## config.mk

```make
export PLATFORM = sky130hd
export DESIGN_NAME = ram_read_scanner_flat
export DESIGN_NICKNAME = d
export VERILOG_FILES = /design/src/rtl/ram_read_scanner_if.sv /design/src/rtl/ram_read_scanner.sv /design/src/flat_wrapper.sv
export SDC_FILE = /design/constraint.sdc
export NUM_CORES = 1
export LEC_CHECK = 0
export CORE_ASPECT_RATIO = 0.8
export CORE_UTILIZATION = 50
export DETAILED_ROUTE_END_ITERATION = 6
export PLACE_DENSITY = 0.7
export SLEW_MARGIN = 40
export SYNTH_ARGS = -nofsm -noshare
export SYNTH_HDL_FRONTEND = slang
export SYNTH_SLANG_ARGS = --single-unit
```

## constraint.sdc

```tcl
create_clock -name clock -period 3.1 [get_ports clock]
set_input_delay 0.62 -clock clock [delete_from_list [all_inputs] [get_ports clock]]
set_output_delay 0.62 -clock clock [all_outputs]
set_load 0.05 [all_outputs]
```

## src/rtl/ram_read_scanner_if.sv

```systemverilog
// Bundle between the read scanner, the RAM read/write ports and the HEX display.
// master: scanner side (drives rdaddress and disp_*); slave: RAM/display/control side.
interface ram_read_scanner_if #(
    parameter int ADDR_W = 5,
    parameter int DATA_W = 4
);
    logic              enable;
    logic              pause;
    logic              step;
    logic              wren_snoop;
    logic [ADDR_W-1:0] wraddress_snoop;
    logic [DATA_W-1:0] q;
    logic [ADDR_W-1:0] rdaddress;
    logic [ADDR_W-1:0] disp_addr;
    logic [DATA_W-1:0] disp_data;
    logic              disp_valid;
    logic              wrap;

    modport master (
        input  enable, pause, step, wren_snoop, wraddress_snoop, q,
        output rdaddress, disp_addr, disp_data, disp_valid, wrap
    );

    modport slave (
        output enable, pause, step, wren_snoop, wraddress_snoop, q,
        input  rdaddress, disp_addr, disp_data, disp_valid, wrap
    );
endinterface

```

## src/rtl/ram_read_scanner.sv

```systemverilog
// Sweeps the RAM read port one address per dwell period and presents each
// address/data pair to the display. Ports: clock, reset (async, high), bus (master).
module ram_read_scanner #(
    parameter int ADDR_W = 5,
    parameter int DATA_W = 4,
    parameter int TICKS  = 50000000,
    parameter int RD_LAT = 1
) (
    input  logic               clock,
    input  logic               reset,
    ram_read_scanner_if.master bus
);
    localparam int TICK_W = $clog2(TICKS);
    localparam int LAT_W  = (RD_LAT > 2) ? $clog2(RD_LAT - 1) : 1;
    localparam logic [TICK_W-1:0] TICK_LAST = TICK_W'(TICKS - 1);
    localparam logic [LAT_W-1:0]  LAT_LAST  = LAT_W'((RD_LAT > 1) ? RD_LAT - 2 : 0);
    localparam logic [ADDR_W-1:0] ADDR_LAST = '1;

    typedef enum logic [2:0] {
        S_IDLE,
        S_ISSUE,
        S_WAIT,
        S_CAPTURE,
        S_DWELL
    } state_t;

    state_t            state_q, state_d;
    logic [ADDR_W-1:0] cur_addr_q, cur_addr_d;
    logic [ADDR_W-1:0] disp_addr_q, disp_addr_d;
    logic [DATA_W-1:0] disp_data_q, disp_data_d;
    logic              disp_valid_q, disp_valid_d;
    logic              wrap_q, wrap_d;
    logic [TICK_W-1:0] tick_q, tick_d;
    logic [LAT_W-1:0]  lat_q, lat_d;

    logic snoop_cur;
    logic snoop_disp;
    logic advance;

    // A write to the address in flight may return stale data; a write to the
    // displayed address makes the shown word stale.
    assign snoop_cur  = bus.wren_snoop && (bus.wraddress_snoop == cur_addr_q);
    assign snoop_disp = bus.wren_snoop && (bus.wraddress_snoop == disp_addr_q);
    assign advance    = bus.step || (!bus.pause && (tick_q == TICK_LAST));

    always_comb begin
        state_d      = state_q;
        cur_addr_d   = cur_addr_q;
        disp_addr_d  = disp_addr_q;
        disp_data_d  = disp_data_q;
        disp_valid_d = disp_valid_q;
        wrap_d       = 1'b0;
        tick_d       = tick_q;
        lat_d        = lat_q;

        if ((state_q != S_IDLE) && !bus.enable) begin
            state_d      = S_IDLE;
            disp_valid_d = 1'b0;
            tick_d       = '0;
        end else begin
            unique case (state_q)
                S_IDLE: begin
                    if (bus.enable) begin
                        state_d = S_ISSUE;
                    end
                end
                S_ISSUE: begin
                    lat_d = '0;
                    if (snoop_cur) begin
                        state_d = S_ISSUE;
                    end else if (RD_LAT > 1) begin
                        state_d = S_WAIT;
                    end else begin
                        state_d = S_CAPTURE;
                    end
                end
                S_WAIT: begin
                    if (snoop_cur) begin
                        state_d = S_ISSUE;
                    end else if (lat_q == LAT_LAST) begin
                        state_d = S_CAPTURE;
                    end else begin
                        lat_d = lat_q + 1'b1;
                    end
                end
                S_CAPTURE: begin
                    if (snoop_cur) begin
                        state_d = S_ISSUE;
                    end else begin
                        disp_addr_d  = cur_addr_q;
                        disp_data_d  = bus.q;
                        disp_valid_d = 1'b1;
                        tick_d       = '0;
                        state_d      = S_DWELL;
                    end
                end
                S_DWELL: begin
                    // Advance outranks a refresh in the same cycle.
                    if (advance) begin
                        cur_addr_d = cur_addr_q + 1'b1;
                        wrap_d     = (cur_addr_q == ADDR_LAST);
                        state_d    = S_ISSUE;
                    end else if (snoop_disp) begin
                        state_d = S_ISSUE;
                    end else if (!bus.pause) begin
                        tick_d = tick_q + 1'b1;
                    end
                end
                default: begin
                    state_d = S_IDLE;
                end
            endcase
        end
    end

    always_ff @(posedge clock or posedge reset) begin
        if (reset) begin
            state_q      <= S_IDLE;
            cur_addr_q   <= '0;
            disp_addr_q  <= '0;
            disp_data_q  <= '0;
            disp_valid_q <= 1'b0;
            wrap_q       <= 1'b0;
            tick_q       <= '0;
            lat_q        <= '0;
        end else begin
            state_q      <= state_d;
            cur_addr_q   <= cur_addr_d;
            disp_addr_q  <= disp_addr_d;
            disp_data_q  <= disp_data_d;
            disp_valid_q <= disp_valid_d;
            wrap_q       <= wrap_d;
            tick_q       <= tick_d;
            lat_q        <= lat_d;
        end
    end

    assign bus.rdaddress  = cur_addr_q;
    assign bus.disp_addr  = disp_addr_q;
    assign bus.disp_data  = disp_data_q;
    assign bus.disp_valid = disp_valid_q;
    assign bus.wrap       = wrap_q;
endmodule

```

## src/flat_wrapper.sv

```systemverilog
// flat-port wrapper written by rule: the top's interface ports become plain ports
module ram_read_scanner_flat 
#(
    parameter int ADDR_W = 5,
    parameter int DATA_W = 4,
    parameter int TICKS  = 50000000,
    parameter int RD_LAT = 1
)
  (clock, reset, bus_enable, bus_pause, bus_step, bus_wren_snoop, bus_wraddress_snoop, bus_q, bus_rdaddress, bus_disp_addr, bus_disp_data, bus_disp_valid, bus_wrap);
  ram_read_scanner_if #(.ADDR_W(ADDR_W), .DATA_W(DATA_W)) bus_i ();
  input  logic clock;
  input  logic reset;
  input wire logic [$bits(bus_i.enable)-1:0] bus_enable;
  input wire logic [$bits(bus_i.pause)-1:0] bus_pause;
  input wire logic [$bits(bus_i.step)-1:0] bus_step;
  input wire logic [$bits(bus_i.wren_snoop)-1:0] bus_wren_snoop;
  input wire logic [$bits(bus_i.wraddress_snoop)-1:0] bus_wraddress_snoop;
  input wire logic [$bits(bus_i.q)-1:0] bus_q;
  output wire logic [$bits(bus_i.rdaddress)-1:0] bus_rdaddress;
  output wire logic [$bits(bus_i.disp_addr)-1:0] bus_disp_addr;
  output wire logic [$bits(bus_i.disp_data)-1:0] bus_disp_data;
  output wire logic [$bits(bus_i.disp_valid)-1:0] bus_disp_valid;
  output wire logic [$bits(bus_i.wrap)-1:0] bus_wrap;
  assign bus_i.enable = bus_enable;
  assign bus_i.pause = bus_pause;
  assign bus_i.step = bus_step;
  assign bus_i.wren_snoop = bus_wren_snoop;
  assign bus_i.wraddress_snoop = bus_wraddress_snoop;
  assign bus_i.q = bus_q;
  assign bus_rdaddress = bus_i.rdaddress;
  assign bus_disp_addr = bus_i.disp_addr;
  assign bus_disp_data = bus_i.disp_data;
  assign bus_disp_valid = bus_i.disp_valid;
  assign bus_wrap = bus_i.wrap;
  ram_read_scanner #(.ADDR_W(ADDR_W), .DATA_W(DATA_W), .TICKS(TICKS), .RD_LAT(RD_LAT)) u_core (.clock(clock), .reset(reset), .bus(bus_i));
endmodule
```

==> results.cfg, run 1 <==
[worst_setup_path]
cp_max_fo = 9
cp_slowest_stage_delay_ps = 580
startpoint_type = flip-flop
crit_path_cell_trace = or4b_1 -> or4_4 -> nor4_4 -> nor3_2 -> a32o_1 -> a31o_1
arrival_ps = 2780
crit_buf_inv = 0
crit_family = simple AND/OR/NAND/NOR gates
critPathKind = flip-flop to flip-flop
cp_slowest_cell = or4b_1
cp-end-kind = flip-flop
cp.required_ps = 3300

[hold_path]
hp-class = flip-flop to flip-flop

[die]
fp.coreArea_mm2 = 0.00504
die_area_mm2 = 0.00559
die_w_um = 83.3
die_h_um = 67.1
num_rows = 23
pin_count = 31
start_util = 0.525

[clocking]
clkLatencyLatePin_ps = 310
cts_hold_buf = 0
cts_tree = built
cts_max_level = 2
numClockSinks = 45
cts_root_buf = clkbuf_8
cts_setup_buffers = 0
clock_path_buffers = 2
cts-resized-gates = 0
clk_pin_slew_worst_paths_ps = 90
cts_buffers = 5

[finish]
nFillCells = 426
area_delta_synth_final_pct = 20.5
final_nets = 332
antenna_cells = 0
drive_gt1_frac = 0.159
layout_common_cells = dfrtp_1, clkdlybuf4s50_1, nand2_1, nand3_1, a21oi_1
final_common_cell = dfrtp_1
stdcell_count = 377

[drt]
wl_per_cell_um = 16.4
routed_wirelength_um = 6200
ant_nets = 0
viasPerCell = 6.05
dr_total_vias = 2280
drtIter0Drc = 208
first_pass_iters = 5
drc = 0

[yosys]
synthMuxAreaShare = 0.0771
avgSynthCellArea_um2 = 9.55
synth_edf_count = 0
synthCells = 277
async_reset_ff_frac = 1.00
ys_types = 55
ys_seq_area_frac = 0.426
yosysTopAreaCellShare = 0.426
synth-simple-area-share = 0.243
synth_compound_area_frac = 0.162
synthFlopType = dfrtp_1
syn_nets = 295
synth_area_leaders = dfrtp_1, mux2_2, nand3_1, xor2_1, nand2_1
yosys_warnings = 0
synth-adder-area-share = 0.0142
ys_ff_latch = 45
synth_area_mm2 = 0.00265
yosysTopAreaCell = dfrtp_1
synth_xor_area_frac = 0.0464
synth_top_family_by_area = simple AND/OR/NAND/NOR gates

[timing]
clock_skew_ps = 9.16
worst_pin_slew_ps = 750
hold_viol = 0
finalSetupViolCount = 0
period_minus_slack_ps = 2590
post-route-period-util = 0.834
timing.setup.tns_ps = 0
fin_ws_ps = 514
rsz0062_at_grt = no
slew_viol_final = 0
fmax_mhz = 387
maxSlewHeadroom = 0.497

[outcome]
status = complete, no violations

[global_routing]
busiest_layer = met2
overflow = 0
grt_max_degree = 24
grtUsageMet2 = 0.377
grt_pass1_wl_um = 10600
met3_usage = 0.0409
antenna_found_initial = 0
grt_pass1_vias = 2171
grt_util_met1 = 0.344
grt_usage = 0.244

[power_and_ir_drop]
p_leak_nw = 1.37
power_density_mw_per_mm2 = 531
vdd_drop_max_mv = 0.589
power.total_mw = 1.69

[run]
maxCapViolCount = 0

[placed_design]
pre_cts_ws_ps = 223
dp_cells = 369
hpwlAfterDp_um = 4580
numPortBuffers = 30
routabilityCongestion = 0.840
==> sequential cells by signal, indices dropped and copies added (netlist names) <==
name                   count
u_core.bus.disp_valid      1
u_core.bus.wrap            1
u_core.bus.disp_addr       5
u_core.bus.disp_data       4
u_core.tick_q             26
u_core.state_q             3
u_core.bus.rdaddress       5
==> worst register-to-register path, cell delays in order (launching register included) <==
cell,delay (ps)
dfrtp_1,440
or4b_1,580
or4_4,470
nor4_4,340
nor3_2,200
a32o_1,270
a31o_1,190
==> cells by family (layout without fill, tap and decap cells) <==
group / after synthesis / after routing
simple gates: 114 / 114
buf+inv: 22 / 60
xor+xnor: 14 / 14
flops: 45 / 45
mux: 19 / 19
fa+ha+maj: 3 / 3
compound gates: 60 / 60
==> path summary, 6_finish.rpt <==
path,end,startpoint,slack [ps],depth (start not counted)
max in group asynchronous,u_core.tick_q[18],reset,2030,3
worst min register to register,u_core.tick_q[17],u_core.tick_q[17],510,1
worst max register to register,u_core.tick_q[5],u_core.tick_q[10],510,6
min in group asynchronous,u_core.bus.disp_data[2],reset,520,2
worst max-delay path,u_core.tick_q[5],u_core.tick_q[10],510,6
worst min-delay path,u_core.tick_q[17],u_core.tick_q[17],510,1
==> report_power, final <==
part / internal (mW) / switching, mW
logic: 0.199 / 0.333
registers: 0.647 / 0.0625
clock network: 0.241 / 0.210
total: 1.09 / 0.606
==> cell type report <==
cell class,instances,area [um^2],area share
Clock buffer,5,68.8,0.0216
Clock inverter,3,46.3,0.0145
Tap cell,62,77.6,0.0243
Inverter,9,33.8,0.0106
Multi-Input combinational cell,210,1440,0.451
Timing Repair Buffer,43,398,0.125
Sequential cell,45,1130,0.353
==> metrics by stage <==
step	cell area, um^2	hold slack (ps)	utilization
floorplan	2650	443	-
global placement	3070	467	0.610
detailed placement	3070	497	0.610
CTS	3190	515	0.633
global route	3190	527	0.633
finish	3190	509	0.633
==> cells in the mapped netlist (7+ instances only) <==
cell	n
mux2i_1	8
nand2_1	25
nor2_1	11
nand4_1	11
o21ai_0	12
a21oi_1	14
dfrtp_1	45
inv_1	9
clkbuf_1	12
mux2_2	11
nor3_1	7
xor2_1	11
and3_1	8
nand3_1	21
==> layer usage <==
layer,up-vias,part of all wire
li1,1111,-
met1,1098,0.49
met2,62,0.45
met3,9,0.049
met4,0,0.014
met5,-,0
Power figures use the tool's default switching activity.
==> run 2, diff against run 1 <==
Settings changed: PLACE_DENSITY 0.7 to 0.72.
Clock period 3.1 ns to 2.2 ns, I/O delays scaled along.
==> run 2 against run 1 <==
- global-route usage rose by 0.40 points
- clock skew rose by 2.5 ps
- largest cell class unchanged
- count of clock-buffer cells in the layout rose by 1
- total power rose by 39%
- setup slack got worse by 720 ps
- clock power rose by 16%
- combinational power rose by 58%
- highest routed layer unchanged
- register-to-register slack got worse by 720 ps
- worst hold slack got worse by 75 ps
- via count rose by 5.3%
- the flow now finishes with violations (setup timing)
==> results.cfg, run 2 (synthesized netlist as in run 1, its figures left out) <==
[power_and_ir_drop]
power.internal_mw = 1.47
power_density_mw_per_mm2 = 669
p_seq_frac = 0.423
p_leak_nw = 1.55
p_sw_frac = 0.378
clkPwrFrac = 0.222
vdd_drop_max_mv = 0.609
p_sw_mw = 0.891
share_comb_of_total_power = 0.355

[worst_setup_path]
cp.required_ps = 2400
cp-end-kind = flip-flop
ff2ff_setup_slack_ps = -200
crit_path_cell_trace = or4b_4 -> or4_4 -> nor4_4 -> buf_4 -> o21a_4 -> mux2_4
startpoint_type = flip-flop
arrival_ps = 2600
cp_slowest_stage_delay_ps = 560
critPathKind = flip-flop to flip-flop
rr_worst_depth = 6
cp_slowest_cell = or4b_4
cp_max_fo = 5
path_depth = 6
crit_buf_inv = 1
crit_family = simple AND/OR/NAND/NOR gates

[clocking]
clk_pin_slew_worst_paths_ps = 100
cts_max_level = 2
numClockSinks = 45
cts_hold_buf = 0
cts_root_buf = clkbuf_8
cts_buffers = 5
clock_path_buffers = 2
cts_tree = built
clkLatencyLatePin_ps = 310

[timing]
finalSetupViolCount = 23
post-route-period-util = 1.09
fmax_mhz = 416
rsz0062_at_grt = yes
hold_viol = 0
clock_skew_ps = 11.6
worst_pin_slew_ps = 518
fin_ws_ps = -202
maxSlewHeadroom = 0.654
timing.hold.ws_ps = 434
slew_viol_final = 0
period_minus_slack_ps = 2400
timing.setup.tns_ps = -2380

[global_routing]
grt_util_met1 = 0.360
grt_usage = 0.248
grt_max_degree = 34
met3_usage = 0.0471
busiest_layer = met2
grtUsageMet2 = 0.366
grt_pass1_vias = 2238
overflow = 0
grt_pass1_wl_um = 10800
antenna_found_initial = 0

[die]
num_rows = 23
die_w_um = 83.3
start_util = 0.525
die_h_um = 67.1
die_area_mm2 = 0.00559
pin_count = 31
fp.coreArea_mm2 = 0.00504

[drt]
first_pass_iters = 4
routed_wirelength_um = 6700
drtIter0Drc = 134
ant_nets = 0
dr_total_vias = 2401
drc = 0
wl_per_cell_um = 16.5
viasPerCell = 5.91

[outcome]
violations = setup timing
status = complete, but fails checks

[finish]
final_util = 0.700
drive_gt1_frac = 0.279
stdcell_count = 406
layout_common_cells = dfrtp_1, buf_4, clkdlybuf4s50_1, nand2_1, nand3_1
regMostFlops = u_core.tick_q
final_nets = 361
largest_reg_flops = 26
antenna_cells = 0
area_delta_synth_final_pct = 33.3
final_common_cell = dfrtp_1

[placed_design]
hpwlAfterDp_um = 4780
pre_cts_ws_ps = -314
dp_cells = 393
routabilityCongestion = 0.821
numPortBuffers = 30

[hold_path]
hp-class = input pin to async pin

[run]
maxCapViolCount = 0
## run 2: changes by cell type in the layout (fill, tap and decap cells not counted), moves of 3 or more
cell,change
buf_4,+25
clkdlybuf4s50_1,-3
dlymetal6s2s_1,+3
nand2_1,-3
nand2_2,+3
nand3_1,-3
o21ai_0,-3
o21ai_1,+3
## run 2: timing repair
| item | CTS | global route |
|---|---|---|
| setup endpoints to repair | 20 | 38 |
| setup buffers | 1 | 5 |
| pin swaps | 9 | 10 |
| gates resized for setup | 8 | 23 |
## run 2: through the flow
stage          power, mW  cell area [um^2]
6_report            2.36              3530
5_1_grt             2.46              3530
4_1_cts             2.34              3390
3_5_place_dp        1.82              3280
3_3_place_gp        1.81              3280
2_1_floorplan       1.49              2650
## run 2: area by class of cell
cell class | instances | area (um^2)
sequential | 45 | 1130
timing repair buffer | 72 | 656
fill | 375 | 1510
multi-input combinational | 210 | 1550
inverter | 9 | 33.8
clock inverter | 2 | 15.0
tap | 62 | 77.6
clock buffer | 6 | 72.6
## run 2: power by group through the flow
stage / clock (mW) / combinational [mW] / sequential, mW
finish: 0.524 / 0.839 / 0.997
global route: 0.562 / 0.888 / 1.01
CTS: 0.530 / 0.816 / 0.998
detailed placement: 0 / 0.808 / 1.01
global placement: 0 / 0.799 / 1.01
floorplan: 0 / 0.239 / 1.25
## run 2: metal layers
metal	up-vias	part of all wire
li1	1167	-
met2	46	0.45
met1	1181	0.50
met4	0	0.0097
met5	-	0
met3	7	0.043
## run 2: final timing paths
kind / from / end
max reg2reg: u_core.tick_q[10] / u_core.bus.rdaddress[4]
min reg2reg: u_core.tick_q[12] / u_core.tick_q[12]
max in group asynchronous: reset / u_core.tick_q[16]
min in group clock: u_core.tick_q[12] / u_core.tick_q[12]
min: reset / u_core.bus.disp_data[2]
max: u_core.tick_q[10] / u_core.bus.rdaddress[4]
==> run 3, diff against run 2 <==
Settings changed: CORE_ASPECT_RATIO 0.8 to unset.
==> run 3 against run 2 <==
- the flow still finishes with violations (setup timing)
- combinational power grew 5.2%
- utilization grew 1.8 points
- register-to-register slack gained 40 ps
- sequential share of layout area shrank 1.2 points
- clock power grew 25%
- cell area grew 4.0%
- maximum frequency grew 1.5%
- total power grew 7.1%
- via count grew 7.1%
- cell count grew 4.2%
- routed wire length grew 4.8%
==> results.cfg, run 3 (synthesized netlist as in run 1, its figures left out) <==
[clocking]
cts_tree = built
clk_pin_slew_worst_paths_ps = 90
cts_root_buf = clkbuf_8
cts_buffers = 5
clock_path_buffers = 2
numClockSinks = 45
cts_hold_buf = 0
clkLatencyLatePin_ps = 310
cts_max_level = 2

[global_routing]
grtUsageMet2 = 0.432
grt_usage = 0.266
busiest_layer = met2
grt_max_degree = 39
grt_pass1_wl_um = 11200
met3_usage = 0.0469
antenna_found_initial = 0
overflow = 0
grt_pass1_vias = 2344
grt_util_met1 = 0.358

[power_and_ir_drop]
vdd_drop_max_mv = 0.729
p_leak_nw = 1.63
power_density_mw_per_mm2 = 689
power.total_mw = 2.53

[drt]
ant_nets = 0
dr_total_vias = 2572
drc = 0
first_pass_iters = 7
routed_wirelength_um = 7030
viasPerCell = 6.08
drtIter0Drc = 183
wl_per_cell_um = 16.6

[die]
start_util = 0.518
num_rows = 26
die_h_um = 74.7
die_area_mm2 = 0.00558
pin_count = 31
die_w_um = 74.7
fp.coreArea_mm2 = 0.00511

[timing]
worst_pin_slew_ps = 520
finalSetupViolCount = 22
clock_skew_ps = 7.03
slew_viol_final = 0
hold_viol = 0
maxSlewHeadroom = 0.652
period_minus_slack_ps = 2370
post-route-period-util = 1.08
fmax_mhz = 423
rsz0062_at_grt = yes
timing.hold.ws_ps = 344
fin_ws_ps = -166

[worst_setup_path]
critPathKind = flip-flop to flip-flop
cp_max_fo = 5
r2r_end = u_core.bus.rdaddress[4]
cp.required_ps = 2400
rr_worst_depth = 5
cp-end-kind = flip-flop
startpoint_type = flip-flop
ff2ff_setup_slack_ps = -170
arrival_ps = 2570
regToRegStartpoint = u_core.tick_q[10]

[finish]
regMostFlops = u_core.tick_q
layout_common_cells = buf_4, dfrtp_1, clkdlybuf4s50_1, nand2_1, nand3_1
final_util = 0.718
drive_gt1_frac = 0.292
largest_reg_flops = 26
final_nets = 370
area_delta_synth_final_pct = 38.6
antenna_cells = 0
nFillCells = 398

[outcome]
status = complete, but fails checks
violations = setup timing

[placed_design]
numPortBuffers = 30
routabilityCongestion = 0.893
pre_cts_ws_ps = -424
hpwlAfterDp_um = 4920

[hold_path]
hp-class = input pin to async pin

[run]
maxCapViolCount = 0
## run 3: changes by cell type in the layout (fill, tap and decap cells not counted), moves of 2 or more
cell / before / now
buf_4: 38 / 45
clkinvlp_4: 2 / 0
inv_6: 0 / 2
mux2_2: 9 / 11
mux2_4: 2 / 0
nor3_2: 3 / 1
nor3_4: 0 / 2
nor4_1: 2 / 4
nor4_2: 2 / 0
o21ai_0: 9 / 7
o21ai_1: 3 / 5
## run 3: final cells by class
| type | count | area, um^2 | area share |
|---|---|---|---|
| multi-input cells | 210 | 1570 | 0.427 |
| clock inverters | 3 | 47.5 | 0.0130 |
| well taps | 70 | 87.6 | 0.0239 |
| clock buffers | 5 | 68.8 | 0.0188 |
| repair buffers | 81 | 737 | 0.201 |
| inverters | 9 | 33.8 | 0.00921 |
| flip-flops and latches | 45 | 1130 | 0.307 |
## run 3: timing repair
item	CTS	global route
hold endpoints to repair	0	0
resized for setup	15	19
endpoints found under the setup margin	31	35
buffers inserted	5	5
pin swaps	10	6
## run 3: worst max path at each step
stage	from	to	slack (ps)
floorplan	u_core.tick_q[10]	u_core.bus.rdaddress[1]	-50
detailed placement	bus_wraddress_snoop[0]	u_core.bus.disp_data[0]	-420
global placement	bus_wraddress_snoop[1]	u_core.bus.disp_data[3]	-330
finish	u_core.tick_q[10]	u_core.bus.rdaddress[4]	-170
CTS	u_core.tick_q[10]	u_core.bus.rdaddress[4]	-140
global route	u_core.tick_q[10]	u_core.tick_q[9]	-200
## run 3: critical path, stage by stage, from the launching register on
cell     delay (ps)
dfrtp_1         400
or4b_4          540
or4_4           460
nor4_4          270
o21a_2          250
mux2_2          350
## run 3: per-layer routing
metal  share of wire  vias up
met4           0.020        0
met2            0.50       95
li1                -     1184
met3           0.053       19
met1            0.43     1274
met5               0        -
## run 3: stage by stage
step	instances	instance area (um^2)	TNS (ps)
2_1_floorplan	277	2650	-151
3_3_place_gp	406	3330	-8030
3_5_place_dp	406	3330	-9060
4_1_cts	418	3530	-998
5_1_grt	423	3670	-2730
6_report	423	3670	-1600
## run 3: report_power, final
group          internal (mW)  switching, mW
sequential             0.911         0.0753
combinational          0.353          0.530
clock                  0.347          0.309
==> patch 1: new RTL, config.mk and constraints of run 1 <==
`cur_addr_q`, `disp_addr_q` and `disp_data_q` no longer have a reset.
--- a/src/rtl/ram_read_scanner.sv
+++ b/src/rtl/ram_read_scanner.sv
@@ -117,7 +117,4 @@
         if (reset) begin
             state_q      <= S_IDLE;
-            cur_addr_q   <= '0;
-            disp_addr_q  <= '0;
-            disp_data_q  <= '0;
             disp_valid_q <= 1'b0;
             wrap_q       <= 1'b0;
@@ -126,7 +123,4 @@
         end else begin
             state_q      <= state_d;
-            cur_addr_q   <= cur_addr_d;
-            disp_addr_q  <= disp_addr_d;
-            disp_data_q  <= disp_data_d;
             disp_valid_q <= disp_valid_d;
             wrap_q       <= wrap_d;
@@ -134,4 +128,10 @@
             lat_q        <= lat_d;
         end
+    end
+
+    always_ff @(posedge clock) begin
+        cur_addr_q  <= cur_addr_d;
+        disp_addr_q <= disp_addr_d;
+        disp_data_q <= disp_data_d;
     end
 
Function: differs if reset is asserted again (counterexample within 4 cycles, from zero or initial values and one cycle with reset high); with reset held inactive, the same outputs for 10 cycles.
==> patch 1 against run 1 <==
Sequential cell count unchanged; synthesized cell count down 6.9%; routed wire length down 5.9%; synthesized area down 0.99%; setup slack better by 0.10 ns; critical path type is now in2reg; design area down 4.3%; register-to-register slack better by 0.17 ns.
Power is not compared: it rests on default switching activity, and its combinational part moved more than twofold at a synthesized area within 25%.
==> patch 1: results (changes against run 1) <==
status=complete, no violations (unchanged); worst clock skew=0.007859 ns (was 0.009161 ns); FF-to-FF Start=u_core.tick_q[0]$_DFFE_PP0P_ (was u_core.tick_q[10]$_DFFE_PP0P_); r2r setup slk=0.68 ns (was 0.51 ns); Crit-path slowest cell=clkdlybuf4s50_1 (was or4b_1); EDFF count, synth=14 (was 0); largest net degree at the start of global routing=32 (was 24); WL final=5.833 mm (was 6.196 mm); Max Clk Rate=402.2 MHz (was 386.7 MHz); pre-CTS WS=0.3369 ns (was 0.2232 ns); post-synthesis sequential area ratio=0.4568 (was 0.4257); aggregate global-route resource usage=0.2166 (was 0.2442); R2R depth=7 (was 6); Critical R2R Capture=u_core.tick_q[10]$_DFFE_PP0P_ (was u_core.tick_q[5]$_DFFE_PP0P_); Detail Placement HPWL=4.059 mm (was 4.575 mm); final net count=308 (was 332); beginning of the worst hold path=u_core.tick_q[22]$_DFFE_PP0P_ (was u_core.tick_q[17]$_DFFE_PP0P_); CP max stage delay=0.51 ns (was 0.58 ns); Async S/R FF share, synth=0.6889 (was 1.000); First DRT Iteration DRCs=122 (was 208); vias in the first global route=1815 (was 2171); first-pass GRT wire length=9.294 mm (was 10.59 mm); GPL Wtd Cong=0.8476 (was 0.8397); Synth Instances=258 (was 277); Inst Count DP=345 (was 369); placed inst area=2965 sq um (was 3073 sq um); Net Count, Synth=276 (was 295); routed vias=2075 (was 2280); Critical Path Fanout Max=13 (was 9); share of cells above drive strength 1=0.1065 (was 0.1587); Worst-Margin Slew=0.7710 ns (was 0.7500 ns); Worst Path Arrival=2.73 ns (was 2.78 ns); DR pass1 iterations=4 (was 5); Synth area leaders=dfrtp_1 30%, edfxtp_1 16%, nand2_1 3.7% (was dfrtp_1 43%, mux2_2 4.7%, nand3_1 4.0%)
patch 1: cell types whose count changed after synthesis, sizes merged, moves of 7 or more:
cell    change
dfrtp      -14
edfxtp     +14
mux2       -11
a21oi       -8
clkbuf      -8
a31oi       +7
buf         +7
patch 1: final cells by class:
cell class	instances	area [sq um]	share of cell area
clock buffers	5	68.82	0.02255
clock inverters	3	17.52	0.005740
inverters	7	26.28	0.008610
multi-input cells	194	1313	0.4301
flip-flops and latches	45	1196	0.3920
well taps	62	77.57	0.02542
repair buffers	37	352.8	0.1156
patch 1: cells by family after synthesis:
group / synth area share
buffers and inverters: 0.04205
multiplexers: 0.01147
adder cells (fa/ha/maj): 0.01434
XOR/XNOR: 0.04348
flip-flops: 0.4568
AND/OR/NAND/NOR: 0.2795
AO/OA/AOI/OAI: 0.1524
patch 1: worst reg2reg max path, cell delays in order, from the launching register on:
cell and delay, ns:
dfrtp_1 0.47, ha_1 0.26, and4_1 0.27, nor3b_1 0.41, nand3_2 0.35, nand2_8 0.24, nor4_1 0.08, a211o_1 0.23
patch 1: worst max path at each step:
stage / from / end
floorplan: u_core.tick_q[0]$_DFFE_PP0P_ / u_core.bus.rdaddress[0]$_DFFE_PP_
global placement: bus_step / u_core.tick_q[20]$_DFFE_PP0P_
detailed placement: bus_step / u_core.tick_q[20]$_DFFE_PP0P_
CTS: bus_step / u_core.tick_q[20]$_DFFE_PP0P_
global route: u_core.tick_q[0]$_DFFE_PP0P_ / u_core.bus.rdaddress[3]$_DFFE_PP_
finish: bus_step / u_core.tick_q[20]$_DFFE_PP0P_
patch 1: per-stage QoR:
step,utilization,total power [mW]
after floorplan,-,0.7691
after global placement,0.5888,0.8339
after detailed placement,0.5888,0.8357
after CTS,0.6060,1.198
after global routing,0.6060,1.239
final,0.6060,1.188
patch 1: metal layers:
layer  GRT usage  wire, um
met1      0.3331      3009
met5           0         0
met3     0.04957       395
met4     0.07543        92
met2      0.2910      2336
patch 1: power groups by stage:
stage,sequential [mW],clock (mW),combinational [mW]
3_5_place_dp,0.651,0,0.185
4_1_cts,0.638,0.374,0.185
3_3_place_gp,0.650,0,0.184
6_report,0.639,0.365,0.184
2_1_floorplan,0.680,0,0.0890
5_1_grt,0.640,0.400,0.199
==> patch 2: new RTL, config.mk and constraints of run 1 <==
Without the edit above. `TICKS` is set to 50000000 in 2 places; all go to 100000000.
--- a/src/rtl/ram_read_scanner.sv
+++ b/src/rtl/ram_read_scanner.sv
@@ -4,5 +4,5 @@
     parameter int ADDR_W = 5,
     parameter int DATA_W = 4,
-    parameter int TICKS  = 50000000,
+    parameter int TICKS  = 100000000,
     parameter int RD_LAT = 1
 ) (
--- a/src/flat_wrapper.sv
+++ b/src/flat_wrapper.sv
@@ -4,5 +4,5 @@
     parameter int ADDR_W = 5,
     parameter int DATA_W = 4,
-    parameter int TICKS  = 50000000,
+    parameter int TICKS  = 100000000,
     parameter int RD_LAT = 1
 )
Check against the original RTL: no difference found for any inputs over 10 cycles, from zero or initial values and one cycle with reset high; that may be too few to reach the edited logic, so the function may still have changed.
==> patch 2 against run 1 <==
Sequential share of layout area increased by 3.7 points; sequential power decreased by 2%; clock power decreased by 15%; design area decreased by 7.5%; routed wire length decreased by 14%; largest power group unchanged; die area decreased by 4.4%; sequential cell count increased by 1; synthesized area decreased by 4.5%; largest cell class unchanged; setup slack improved by 0.074 ns; power decreased by 12%.
==> patch 2: results (changes against run 1) <==
number of port buffers=30 (unchanged); worst clock skew=0.007270 ns (was 0.009161 ns); Critical Path Fanout Max=23 (was 9); Detail Placement HPWL=3.684 mm (was 4.575 mm); fin crit period=2.513 ns (was 2.586 ns); met2 usage=0.3083 (was 0.3770); met1 Track Usage GR=0.3375 (was 0.3444); Net Count, Synth=265 (was 295); Leakage=1.427 nW (was 1.369 nW); placed inst area=2856 sq um (was 3073 sq um); WL final=5.355 mm (was 6.196 mm); vias in the first global route=1789 (was 2171); top post-synthesis cells by count=46 x dfrtp_1, 21 x nand2_1, 17 x a211o_1, 17 x nor3_1, 14 x and3_1 (was 45 x dfrtp_1, 25 x nand2_1, 21 x nand3_1); aggregate global-route resource usage=0.2233 (was 0.2442); post-synthesis sequential area ratio=0.4559 (was 0.4257); Crit-path slowest cell=o31a_2 (was or4b_1); Yosys warning total=0 (unchanged); Worst IR Drop VDD=0.4968 mV (was 0.5886 mV); Adder-Cell Fraction of Synth Area=0.01487 (was 0.01419); Async S/R FF share, synth=1.000 (unchanged); Inst Count DP=331 (was 369); post-cts gate resize count=0 (unchanged); Synth area leaders=dfrtp_1 46%, a211o_1 5.9%, mux2_2 4.9% (was dfrtp_1 43%, mux2_2 4.7%, nand3_1 4.0%); postcts setup bufs=0 (unchanged); status=complete, no violations (unchanged); CP delay by family, top=compound AO/OA/AOI/OAI gates (was simple AND/OR/NAND/NOR gates); pre-CTS WS=0.3502 ns (was 0.2232 ns); routed vias=2032 (was 2280); Worst Path Arrival=2.71 ns (was 2.78 ns); final hold slack=0.5183 ns (was 0.5093 ns); Yosys cell types=47 (was 55); First DRT Iteration DRCs=123 (was 208); CP max stage delay=0.55 ns (was 0.58 ns); r2r setup slk=0.59 ns (was 0.51 ns); number of flip-flops in the largest register=27 (was 26); Mean Syn Cell Area=10.22 sq um (was 9.549 sq um); GPL Wtd Cong=0.7699 (was 0.8397); post-synthesis mux area share=0.05302 (was 0.07711); final net count=296 (was 332); share of cells above drive strength 1=0.1362 (was 0.1587); Worst-Margin Slew=0.7129 ns (was 0.7500 ns); Cell Count, Final, Fillers Out=339 (was 377); initial antenna violation count=0 (unchanged); largest net degree at the start of global routing=25 (was 24); grt met3 use=0.04722 (was 0.04089); XOR/XNOR Fraction of Synth Area=0.04856 (was 0.04636); first-pass GRT wire length=8.887 mm (was 10.59 mm); DR pass1 iterations=4 (was 5); complex-gate fraction of the synthesized area=0.1417 (was 0.1618)
==> patch 2: cell type report <==
cell class	instances	area, sq um
fillers	405	1757
multi-input cells	186	1285
flip-flops and latches	46	1151
repair buffers	33	322.8
well taps	60	75.07
clock buffers	5	68.82
clock inverters	3	25.02
inverters	6	22.52
==> patch 2: cells by family after synthesis <==
logic type	after synthesis
buffers and inverters	15
AOI/OAI and AO/OA	45
and+or+nand+nor	112
DFF	46
xor gates and xnor gates	14
muxes	12
adders and majority gates	3
==> patch 2: report_power, final <==
part	switching [mW]	leakage, nW	total (mW)	internal [mW]
sequential	0.0473	0.629	0.696	0.649
clock	0.222	0.0447	0.385	0.163
combinational	0.257	0.753	0.406	0.149
total	0.525	1.43	1.49	0.961
==> patch 2: worst paths after layout <==
| path | startpoint | endpoint | cells after the start |
|---|---|---|---|
| setup reg to reg | u_core.tick_q[0]$_DFFE_PP0P_ | u_core.tick_q[2]$_DFFE_PP0P_ | 7 |
| min in group asynchronous | reset | u_core.bus.disp_data[1]$_DFFE_PP0P_ | 2 |
| hold / removal | u_core.bus.disp_data[3]$_DFFE_PP0P_ | u_core.bus.disp_data[3]$_DFFE_PP0P_ | 1 |
| setup / recovery | u_core.tick_q[0]$_DFFE_PP0P_ | u_core.tick_q[2]$_DFFE_PP0P_ | 7 |
| max in group asynchronous | reset | u_core.bus.disp_addr[2]$_DFFE_PP0P_ | 3 |
| hold reg to reg | u_core.bus.disp_data[3]$_DFFE_PP0P_ | u_core.bus.disp_data[3]$_DFFE_PP0P_ | 1 |
==> patch 2: routing by layer <==
metal | vias up | share of wire
li1 | 1002 | -
met1 | 979 | 0.51
met2 | 45 | 0.43
met3 | 6 | 0.052
met4 | 0 | 0.015
met5 | - | 0
